<file path="src/rtl/lsu_data_if.sv">
// Load/store unit data-memory interface: one request at a time, req/gnt/rvalid bus.
// Ports: lsu_* pipeline side (req, we, size, sign_ext, addr, wdata / ready, rvalid, rdata, err);
//        data_* bus side (req, adr, write, write_enable, be / gnt, rvalid, read).
module lsu_data_if #(
  parameter int unsigned GNT_TIMEOUT = 0
) (
  input  logic        clk_i,
  input  logic        rst_ni,
  input  logic        lsu_req_i,
  input  logic        lsu_we_i,
  input  logic [1:0]  lsu_size_i,
  input  logic        lsu_sign_ext_i,
  input  logic [31:0] lsu_addr_i,
  input  logic [31:0] lsu_wdata_i,
  output logic        lsu_ready_o,
  output logic        lsu_rvalid_o,
  output logic [31:0] lsu_rdata_o,
  output logic        lsu_err_o,
  output logic        data_req_o,
  output logic [31:0] data_adr_o,
  output logic [31:0] data_write_o,
  output logic        data_write_enable_o,
  output logic [3:0]  data_be_o,
  input  logic        data_gnt_i,
  input  logic        data_rvalid_i,
  input  logic [31:0] data_read_i
);

  localparam logic [1:0] S_IDLE = 2'd0;
  localparam logic [1:0] S_REQ  = 2'd1;
  localparam logic [1:0] S_WAIT = 2'd2;

  localparam int CW =
    (GNT_TIMEOUT > 1) ? $clog2(GNT_TIMEOUT + 1) : 1;

  logic [1:0]    r_state;
  logic [CW-1:0] r_cnt;
  logic          r_we;
  logic [1:0]    r_size;
  logic          r_sext;
  logic [1:0]    r_off;
  logic [31:0]   r_adr;
  logic [31:0]   r_wdata;
  logic [3:0]    r_be;
  logic          r_rvalid;
  logic          r_err;
  logic [31:0]   r_rdata;

  logic          w_legal;
  logic [3:0]    w_be;
  logic [31:0]   w_wdata;
  logic [31:0]   w_sh_b;
  logic [31:0]   w_sh_h;
  logic [31:0]   w_ext;
  logic [CW-1:0] w_cnt_nxt;
  logic          w_timeout;

  // Request decode: alignment, byte lanes, lane-replicated store data
  always_comb begin
    w_legal = 1'b0;
    w_be    = 4'b0000;
    w_wdata = '0;
    unique case (1'b1)
      (lsu_size_i == 2'b00): begin
        w_legal = 1'b1;
        w_be    = 4'b0001 << lsu_addr_i[1:0];
        w_wdata = {4{lsu_wdata_i[7:0]}};
      end
      (lsu_size_i == 2'b01): begin
        w_legal = ~lsu_addr_i[0];
        w_be    = 4'b0011 << lsu_addr_i[1:0];
        w_wdata = {2{lsu_wdata_i[15:0]}};
      end
      (lsu_size_i == 2'b10): begin
        w_legal = (lsu_addr_i[1:0] == 2'b00);
        w_be    = 4'b1111;
        w_wdata = lsu_wdata_i;
      end
      default: ;
    endcase
  end

  // Load extraction from the registered offset/size
  assign w_sh_b = data_read_i >> {r_off, 3'b000};
  assign w_sh_h = data_read_i >> {r_off[1], 4'b0000};

  always_comb begin
    w_ext = data_read_i;
    unique case (1'b1)
      (r_size == 2'b00):
        w_ext = {{24{r_sext & w_sh_b[7]}}, w_sh_b[7:0]};
      (r_size == 2'b01):
        w_ext = {{16{r_sext & w_sh_h[15]}}, w_sh_h[15:0]};
      default: ;
    endcase
  end

  // r_cnt holds the number of ungranted REQ cycles already seen
  assign w_cnt_nxt = r_cnt + 1'b1;
  assign w_timeout = (GNT_TIMEOUT != 0) &&
                     (w_cnt_nxt == CW'(GNT_TIMEOUT));

  always_ff @(posedge clk_i) begin
    if (!rst_ni) begin
      r_state  <= S_IDLE;
      r_cnt    <= '0;
      r_we     <= 1'b0;
      r_size   <= 2'b00;
      r_sext   <= 1'b0;
      r_off    <= 2'b00;
      r_adr    <= '0;
      r_wdata  <= '0;
      r_be     <= 4'b0000;
      r_rvalid <= 1'b0;
      r_err    <= 1'b0;
      r_rdata  <= '0;
    end else begin
      r_rvalid <= 1'b0;
      r_err    <= 1'b0;
      case (r_state)
        S_IDLE: begin
          r_cnt <= '0;
          if (lsu_req_i) begin
            if (w_legal) begin
              r_we    <= lsu_we_i;
              r_size  <= lsu_size_i;
              r_sext  <= lsu_sign_ext_i;
              r_off   <= lsu_addr_i[1:0];
              r_adr   <= {lsu_addr_i[31:2], 2'b00};
              r_wdata <= w_wdata;
              r_be    <= w_be;
              r_state <= S_REQ;
            end else begin
              r_err <= 1'b1;
            end
          end
        end
        S_REQ: begin
          if (data_gnt_i) begin
            r_cnt   <= '0;
            r_state <= S_WAIT;
          end else if (w_timeout) begin
            r_cnt   <= '0;
            r_err   <= 1'b1;
            r_state <= S_IDLE;
          end else begin
            r_cnt <= w_cnt_nxt;
          end
        end
        S_WAIT: begin
          if (data_rvalid_i) begin
            r_rvalid <= 1'b1;
            r_rdata  <= r_we ? '0 : w_ext;
            r_state  <= S_IDLE;
          end
        end
        default: r_state <= S_IDLE;
      endcase
    end
  end

  assign lsu_ready_o         = (r_state == S_IDLE);
  assign lsu_rvalid_o        = r_rvalid;
  assign lsu_rdata_o         = r_rdata;
  assign lsu_err_o           = r_err;
  assign data_req_o          = (r_state == S_REQ);
  assign data_adr_o          = r_adr;
  assign data_write_o        = r_wdata;
  assign data_write_enable_o = r_we;
  assign data_be_o           = r_be;

endmodule

</file>
<file path="config.mk">
export PLATFORM = sky130hd
export DESIGN_NAME = lsu_data_if
export DESIGN_NICKNAME = d
export VERILOG_FILES = /design/src/rtl/lsu_data_if.sv
export SDC_FILE = /design/constraint.sdc
export NUM_CORES = 1
export LEC_CHECK = 0
export CORE_ASPECT_RATIO = 1.4
export CORE_MARGIN = 2
export CORE_UTILIZATION = 42
export DETAILED_ROUTE_END_ITERATION = 12
export PLACE_DENSITY_LB_ADDON = 0.12
export SLEW_MARGIN = 20
export SYNTH_ARGS = -nofsm -noshare
export SYNTH_HDL_FRONTEND = slang
export SYNTH_SLANG_ARGS = --single-unit
</file>
<file path="constraint.sdc">
create_clock -name clk_i -period 1.9 [get_ports clk_i]
set_input_delay 0.285 -clock clk_i [delete_from_list [all_inputs] [get_ports clk_i]]
set_output_delay 0.285 -clock clk_i [all_outputs]
set_load 0.005 [all_outputs]
</file>
==> results of run 1 <==
-- registers in the layout, indices dropped and copies added (netlist names) --
register             flops
r_sext                   1
lsu_rvalid_o             1
data_be_o                4
data_adr_o              30
r_off                    2
data_write_enable_o      1
r_size                   2
data_write_o            32
r_state                  2
lsu_err_o                1
lsu_rdata_o             32
-- worst max-delay path by stage --
stage                                               to  cells past startpoint                    start  slack (ns)
after global routing                        data_req_o                      2  r_state[0]$_SDFFE_PN0P_       0.004
final                                       data_req_o                      2  r_state[0]$_SDFFE_PN0P_        0.07
after global placement    lsu_rdata_o[10]$_SDFFE_PN0P_                      5          data_read_i[31]       -0.06
after detailed placement  lsu_rdata_o[13]$_SDFFE_PN0P_                      5          data_read_i[31]       -0.15
after floorplan           lsu_rdata_o[10]$_SDFFE_PN0P_                      5    r_off[1]$_SDFFE_PN0P_        0.35
after CTS                                   data_req_o                      2  r_state[0]$_SDFFE_PN0P_        0.04
-- cell type report --
class	count	area (um2)
flip-flops and latches	108	2162
fillers	886	3493
repair buffers	234	2370
clock buffers	10	239.0
clock inverters	4	98.84
well taps	141	176.4
multi-input cells	383	2312
inverters	4	15.01
-- per-layer routing --
| layer | vias up | wire length (um) |
|---|---|---|
| li1 | 2278 | - |
| met1 | 2112 | 5288 |
| met2 | 176 | 7443 |
| met3 | 35 | 1096 |
| met4 | 0 | 544 |
| met5 | - | 0 |
-- critical path, delay by kind of cell, from the launching register on --
| family | cells | cell delay, ns |
|---|---|---|
| simple gates | 1 | 0.24 |
| buf+inv | 1 | 0.57 |
| flops | 1 | 0.40 |
-- power breakdown --
part	switching (mW)	internal [mW]	total [mW]
Sequential	0.0560	2.37	2.42
Clock	0.810	1.31	2.12
Combinational	0.419	0.579	0.998
Total	1.28	4.26	5.54
-- stage by stage --
step | hold WS [ns] | cells
floorplan | 0.4198 | 539
global placement | 0.4349 | 870
detailed placement | 0.4402 | 870
CTS | 0.2266 | 884
global route | 0.2422 | 884
finish | 0.2446 | 884
-- logic make-up after synthesis --
family,after synthesis
AND/OR/NAND/NOR,209
AO/OA/AOI/OAI,153
flip-flops,108
buffers and inverters,48
multiplexers,19
other,1
-- synthesized netlist by cell type (all sizes together), types with 8 or more instances --
master  instances
a21boi         45
nand2         121
a211oi         23
nor2           41
clkbuf         19
buf            25
a21oi          19
mux2           10
o21ai          43
nor3b          30
mux2i           8
a221oi          8
dfxtp         108
-- cell usage in the layout (no fill, tap or decap), types with 9 or more instances in the layout --
cell type,instances
a21boi_0,30
nor3b_1,28
mux2_2,10
o21ai_0,23
a211oi_1,16
nor2_1,39
dfxtp_1,108
buf_4,19
clkbuf_16,9
nand2_1,121
a21boi_1,14
o21ai_2,9
clkdlybuf4s50_1,206
a21oi_1,19
o21ai_1,9
==> metrics, run 1 <==
outcome=complete, no violations; FFs w/ async S/R, synth=0; setup TNS=0 ns; Compound-Gate Fraction of Synth Area=0.2363; minimum clock period=1.833 ns; Iteration-0 DRC Markers=168; Worst R2R End=lsu_rdata_o[5]$_SDFFE_PN0P_; Static Leak=2.641 nW; Min-Delay Path Class=input pin to flip-flop; post-synth top area share=0.4593; worst setup margin=0.06731 ns; largest net degree at the start of global routing=46; clock tree buffer depth=2; Post-CTS Resized=0; max-slew violation count=0; gr usage total=0.2383; Worst Path Arrival=1.55 ns; post-synthesis mux area share=0.04572; RSZ-0062 raised after global routing=false; crit-path max FO=5; main combinational cell family by area after synthesis=compound AO/OA/AOI/OAI gates; CP max stage cell=clkdlybuf4s50_1; worst-path cell chain=nor2b_1 -> clkdlybuf4s50_1; Synth Area in Adders=0; simple-gate share of the synthesized area=0.2049; 1st-pass router iterations=5; antenna-violating nets left=0; Worst-path clk slew=0.07 ns; maximum VDD drop=0.4226 mV; total power=5.542 mW; Worst Tran Pin Value=0.9656 ns; Reg2Reg Setup Slack=0.16 ns; GRT Max-Usage Layer=met2; Final Core Density=0.6785; H-tree depth=3; I/O pin total=210; Post-synth EDFFs=0; M1 GR Usage=0.2491; initial core utilization=0.4332; # diodes=0; post-synth top area cell=dfxtp_1; main area contributors after synthesis=dfxtp_1 46%, nand2_1 9.6%, a21boi_0 4.8%, nor3b_1 4.5%, nor2_1 3.1%; DIE WIDTH=93.47 um; crit-path max cell delay=0.57 ns; Area Growth Syn to Fin=56.65%; WHS Path Cells=2; met3 Usage GRT=0.07326; post-placement cell area=7036 um2; Post-CTS Setup Inserts=0; CTS Buf Count=9; crit path capture type=output port; dpl hpwl=11,150 um; final non-filler cell area=7373 um2; Max-slew headroom=0.3550; DP Worst Slack=-0.1515 ns; Hold Path Sink=data_write_enable_o$_SDFFE_PN0P_; Netlist cell types=42; Rows=45; vias in the first global route=4,676; Synth Area in XOR/XNOR=0; # hold bufs at CTS=0; Post-Syn Instances=538; vias=4,601; port bufs=207; post-synthesis sequential area ratio=0.4593; clock latency on the worst-skew pair=0.34 ns; Synth Warn #=0; final setup fails=0; layout cell share with drive strength beyond 1=0.1104; initial antenna violation count=0; post-route DRC violation count=0; Final nets=845; Setup CP Type=flip-flop to output port; pwr/cell area=751.6 nW/um2; die area=12,080 um2; FF-to-FF path depth=4; Routed WL per cell=16.26 um; CTS tree=done; Via-to-Cell Ratio=5.205; WP data required=1.62 ns; Final Hold Viols=0; Setup Skew=0.005441 ns; hold_sp=rst_ni; met2 usage=0.4232; first-pass GRT wire length=22,700 um; post-synthesis cell area=4707 um2; RR Startpoint=r_off[0]$_SDFFE_PN0P_; Worst setup SP type=flip-flop; drt total wl=14,370 um; fmax=545.6 MHz; total congestion overflow=0; core area=10,870 um2; top_reg_cell synth=dfxtp_1; syn_area_per_cell=8.749 um2; chip height=129.3 um; max-cap violations=0; GP Congestion=0.8879; CTS Sinks=108; Final period util=0.9646; Yosys reg bits=108; Root Buffer=clkbuf_16
(Power assumes the default switching activity.)
==> run 2, diff against run 1 <==
--- a/config.mk
+++ b/config.mk
@@ -7,7 +7,7 @@
 export LEC_CHECK = 0
 export CORE_ASPECT_RATIO = 1.4
 export CORE_MARGIN = 2
-export CORE_UTILIZATION = 42
+export CORE_UTILIZATION = 35
 export DETAILED_ROUTE_END_ITERATION = 12
 export PLACE_DENSITY_LB_ADDON = 0.12
 export SLEW_MARGIN = 20
==> run 2 against run 1 <==
  * Wire length grew 5.0%
  * Largest cell class unchanged
  * Design area increased by 0.17%
  * Power fell by 4.9%
  * Global-route usage fell by 3.0 points
  * Combinational power hardly changed
  * Final cell count grew 5.7%
  * Sequential power about the same
  * Register-to-register slack worse by 0.08 ns
  * Sequential cell count stayed put
  * Critical path depth is the same
==> metrics, run 2 (synthesized netlist as in run 1, its figures left out) <==
chip height=141.2 um (was 129.3 um); Hold Slack=0.3096 ns (was 0.2446 ns); crit-path max FO=5 (unchanged); die area=14,410 um2 (was 12,080 um2); minimum clock period=1.837 ns (was 1.833 ns); # diodes=0 (unchanged); Min-Delay Path Class=input pin to flip-flop (unchanged); I/O pin total=210 (unchanged); Iteration-0 DRC Markers=181 (was 168); antenna-violating nets left=0 (unchanged); Psw=1.378 mW (was 1.285 mW); Post-CTS Setup Inserts=0 (unchanged); post-route DRC violation count=0 (unchanged); port bufs=207 (unchanged); CTS Buf Count=9 (unchanged); final non-filler cell area=7386 um2 (was 7373 um2); H-tree depth=3 (unchanged); total congestion overflow=0 (unchanged); vias in the first global route=4,690 (was 4,676); Root Buffer=clkbuf_16 (unchanged); outcome=complete, no violations (unchanged); switch share=0.2615 (was 0.2319); GP Congestion=0.8941 (was 0.8879); dpl hpwl=11,530 um (was 11,150 um); commonest non-fill, non-tap cell in the layout=clkdlybuf4s50_1 (unchanged); commonest non-fill, non-tap cells in the layout=206 x clkdlybuf4s50_1, 121 x nand2_1, 108 x dfxtp_1, 39 x nor2_1 (was 206 x clkdlybuf4s50_1, 121 x nand2_1, 108 x dfxtp_1, 39 x nor2_1, 30 x a21boi_0); first-pass GRT wire length=23,360 um (was 22,700 um); Int Pwr=3.891 mW (was 4.257 mW); Via-to-Cell Ratio=4.921 (was 5.205); final setup fails=0 (unchanged); clock latency on the worst-skew pair=0.35 ns (was 0.34 ns); drt total wl=15,100 um (was 14,370 um); core area=13,260 um2 (was 10,870 um2); Setup CP Type=flip-flop to output port (unchanged); Worst Path Arrival=1.55 ns (about the same); Worst Tran Pin Value=0.7184 ns (was 0.9656 ns); Setup Skew=0.008279 ns (was 0.005441 ns); vias=4,596 (was 4,601); Final Hold Viols=0 (unchanged); layout cell share with drive strength beyond 1=0.1223 (was 0.1104); Sequential Power Share=0.460 (was 0.437); Area Growth Syn to Fin=56.91% (was 56.65%); maximum VDD drop=0.3904 mV (was 0.4226 mV); CTS tree=done (unchanged); # hold bufs at CTS=0 (unchanged); gr usage total=0.2085 (was 0.2383); DIE WIDTH=102.0 um (was 93.47 um); 1st-pass router iterations=4 (was 5); Routed WL per cell=16.16 um (was 16.26 um); max-slew violation count=0 (unchanged); Comb pwr share=0.189 (was 0.180); total power=5.268 mW (was 5.542 mW); max-cap violations=0 (unchanged); clock tree buffer depth=2 (unchanged); initial core utilization=0.3549 (was 0.4332); Worst setup SP type=flip-flop (unchanged); CTS Sinks=108 (unchanged); Static Leak=2.628 nW (was 2.641 nW); Final nets=852 (was 845); RSZ-0062 raised after global routing=false (unchanged); Rows=50 (was 45); fmax=544.4 MHz (was 545.6 MHz); pwr/cell area=713.3 nW/um2 (was 751.6 nW/um2); WP data required=1.62 ns (about the same); fillers=1,287 (was 886); crit path capture type=output port (unchanged); Worst-path clk slew=0.07 ns (about the same); initial antenna violation count=0 (unchanged); Final period util=0.9668 (was 0.9646); post-placement cell area=7089 um2 (was 7036 um2); Max-slew headroom=0.5189 (was 0.3550); Post-CTS Resized=0 (unchanged); largest net degree at the start of global routing=76 (was 46); clock power share=0.352 (was 0.383)
## run 2: routing by layer
| metal | up-vias | track usage | part of all wire |
|---|---|---|---|
| met5 | - | 0 | 0 |
| met3 | 34 | 0.06842 | 0.070 |
| li1 | 2286 | - | - |
| met1 | 2120 | 0.2219 | 0.37 |
| met4 | 0 | 0.09404 | 0.039 |
| met2 | 156 | 0.3674 | 0.52 |
## run 2: cell type report
| cell class | count | area, um2 | area share |
|---|---|---|---|
| multi-input cells | 383 | 2315 | 0.3134 |
| well taps | 182 | 227.7 | 0.03083 |
| inverters | 4 | 15.01 | 0.002033 |
| clock buffers | 10 | 239.0 | 0.03236 |
| clock inverters | 6 | 55.05 | 0.007454 |
| flip-flops and latches | 108 | 2162 | 0.2927 |
| repair buffers | 241 | 2372 | 0.3212 |
## run 2: power by group through the flow
stage	logic [mW]	clock network [mW]	registers, mW
3_5_place_dp	0.999	0	2.47
2_1_floorplan	0.406	0	2.48
4_1_cts	1.00	1.93	2.42
5_1_grt	1.08	2.02	2.44
6_report	0.995	1.85	2.42
3_3_place_gp	0.988	0	2.47
## run 2: metrics by stage
stage	setup slack [ns]	std cells	setup TNS (ns)	utilization
2_1_floorplan	0.3508	539	0	-
3_3_place_gp	-0.06019	918	-3.031	0.5345
3_5_place_dp	-0.1451	918	-7.721	0.5345
4_1_cts	0.03424	934	0	0.5567
5_1_grt	0.006427	934	0	0.5569
6_report	0.06311	934	0	0.5569
## run 2: path summary, 6_finish.rpt
check,start,end,slack [ns],depth (start not counted)
setup / recovery,r_state[0]$_SDFFE_PN0P_,data_req_o,0.06,2
hold / removal,rst_ni,lsu_rvalid_o$_SDFF_PN0_,0.31,3
setup reg to reg,r_off[1]$_SDFFE_PN0P_,lsu_rdata_o[4]$_SDFFE_PN0P_,0.08,4
hold reg to reg,data_adr_o[3]$_SDFFE_PN0P_,data_adr_o[3]$_SDFFE_PN0P_,0.45,2
## run 2: worst max-delay path, cell delays in order (launching register included)
cell             delay (ns)
dfxtp_1                0.41
nor2b_1                0.23
clkdlybuf4s50_1        0.58
==> edit: new RTL, settings of run 2 <==
Make the reset (`rst_ni`) asynchronous in one clocked block.
--- a/src/rtl/lsu_data_if.sv
+++ b/src/rtl/lsu_data_if.sv
@@ -102,3 +102,3 @@
 
-  always_ff @(posedge clk_i) begin
+  always_ff @(posedge clk_i or negedge rst_ni) begin
     if (!rst_ni) begin
Check against the original RTL: differs if rst_ni is asserted again (counterexample within 4 cycles, from zero or initial values and one cycle with rst_ni low); with rst_ni held inactive, the same outputs for 4 cycles.
==> edit against run 2 <==
Wire length down 0.74%; design area up 6.2%; synthesized area up 9.2%; synthesized cell count down 16%; setup slack better by 2.4 ps; fmax up 0.13%; count of clock-buffer cells in the layout up 1; hold slack better by 130 ps; sequential cell count unchanged; die area up 8.9%; global-route usage down 1.4 points; highest routed layer unchanged.
Power is not compared: it rests on default switching activity, and its combinational part moved more than twofold at a synthesized area within 25%.
==> edit: results (changes against run 2) <==
dp_hpwl_um: 11300  # -2.2%
numCtsBuffers: 9  # unchanged
viasPerCell: 4.95  # +0.64%
synth_area_leaders: "dfrtp_1 (53%), mux2_4 (13%), a21oi_1 (4.5%)"
tightest_slew_ps: 574  # -145 ps
vias: 4244  # -7.7%
synth.distinct_cells: 37  # -12%
min_period_ps: 1830  # -2.38 ps
grt_pass1_wl_um: 24100  # +3.2%
syn_avg_cell_area_um2: 11.4  # +30%
place_area_um2: 7500  # +5.8%
drc_errors: 0  # unchanged
gp_congestion: 0.812  # -9.2%
yosys_most_used_dff: "dfrtp_1"
async_reset_ff_share_pct: 100  # +100 points
dp.cells: 840  # -8.5%
antenna_found_initial: 0  # unchanged
hp-class: "in2async"
cts_setup_buffers: 0  # unchanged
cp_max_fo: 4  # -1
layout.nets: 768  # -9.9%
clock_skew_ps: 5.39  # -2.89 ps
outcome: "completed"
grt_usage_pct: 19.4  # -1.4 points
drive_gt1_share_pct: 14.8  # +2.6 points
clk_pin_slew_ps: 70  # about the same
grt_pass1_vias: 4504  # -4.0%
fill_cells: 1310  # +1.8%
grt_max_degree: 48  # -37%
ys_seq_area_share_pct: 52.6  # +6.6 points
synth_common_cells: "dfrtp_1 (108), nand2_1 (53), a21oi_1 (46)"
routedWlPerCell_um: 17.5  # +8.2%
slowest_delay_ps: 520  # -60 ps
place_ws_ps: -142  # +2.64 ps
drt_iter0_drc: 155  # -14%
## edit: path summary, 6_finish.rpt
path,from,end,slack [ps],cells after the start
setup / recovery,r_state[1],data_req_o,70,3
hold / removal,rst_ni,lsu_rdata_o[25],440,2
setup reg to reg,r_off[1],lsu_rdata_o[3],160,5
hold reg to reg,data_be_o[3],data_be_o[3],480,2
max in group asynchronous,rst_ni,r_state[1],870,3
min in group clk_i,data_be_o[3],data_be_o[3],480,2
## edit: report_power, final
group	switching [mW]	leakage (nW)	total, mW	internal (mW)
clock	0.851	0.152	2.05	1.20
sequential	0.612	1.34	3.82	3.21
combinational	1.59	2.05	4.38	2.79
total	3.05	3.54	10.3	7.20
## edit: final cells by class
| cell class | instances | area (um^2) | share of cell area (%) |
|---|---|---|---|
| well taps | 189 | 236 | 3.01 |
| inverters | 14 | 52.6 | 0.670 |
| flip-flops and latches | 108 | 2700 | 34.5 |
| clock inverters | 5 | 83.8 | 1.07 |
| multi-input cells | 297 | 2190 | 28.0 |
| clock buffers | 11 | 243 | 3.09 |
| repair buffers | 233 | 2330 | 29.7 |
## edit: routing by layer
metal,up-vias,track usage (%),wire length (um)
li1,2006,-,-
met1,2071,22.7,5900
met2,147,33.9,7690
met3,20,5.34,1040
met4,0,7.14,365
met5,-,0,0
## edit: stage by stage
stage,hold WS [ps],TNS (ps),utilization [%]
after floorplan,-10.6,0,-
after global routing,467,0,54.3
after detailed placement,255,-5970,51.9
final,436,0,54.3
after global placement,251,-3750,51.9
after CTS,436,0,54.3
## edit: worst reg2reg max path: cells and delay by family, from the launching register on
family,cells,cell delay (ps)
flip-flops,1,540
multiplexers,1,410
AO/OA/AOI/OAI,3,380
buffers and inverters,1,280
## edit: what timing repair did
action                                 in CTS  in global routing
setup endpoints to repair                   1                  1
endpoints found under the hold margin      28                  0
resized for setup                           2                  1
hold buffers                                1                  0
## edit: cell families (layout without fill, tap and decap cells)
| logic type | Yosys count | count (layout) | synth area share (%) |
|---|---|---|---|
| AO/OA/AOI/OAI | 137 | 137 | 16.1 |
| flip-flops | 108 | 108 | 52.6 |
| AND/OR/NAND/NOR | 90 | 90 | 8.15 |
| multiplexers | 68 | 68 | 17.9 |
| buffers and inverters | 47 | 263 | 5.16 |
| other | 1 | 2 | 0.0730 |
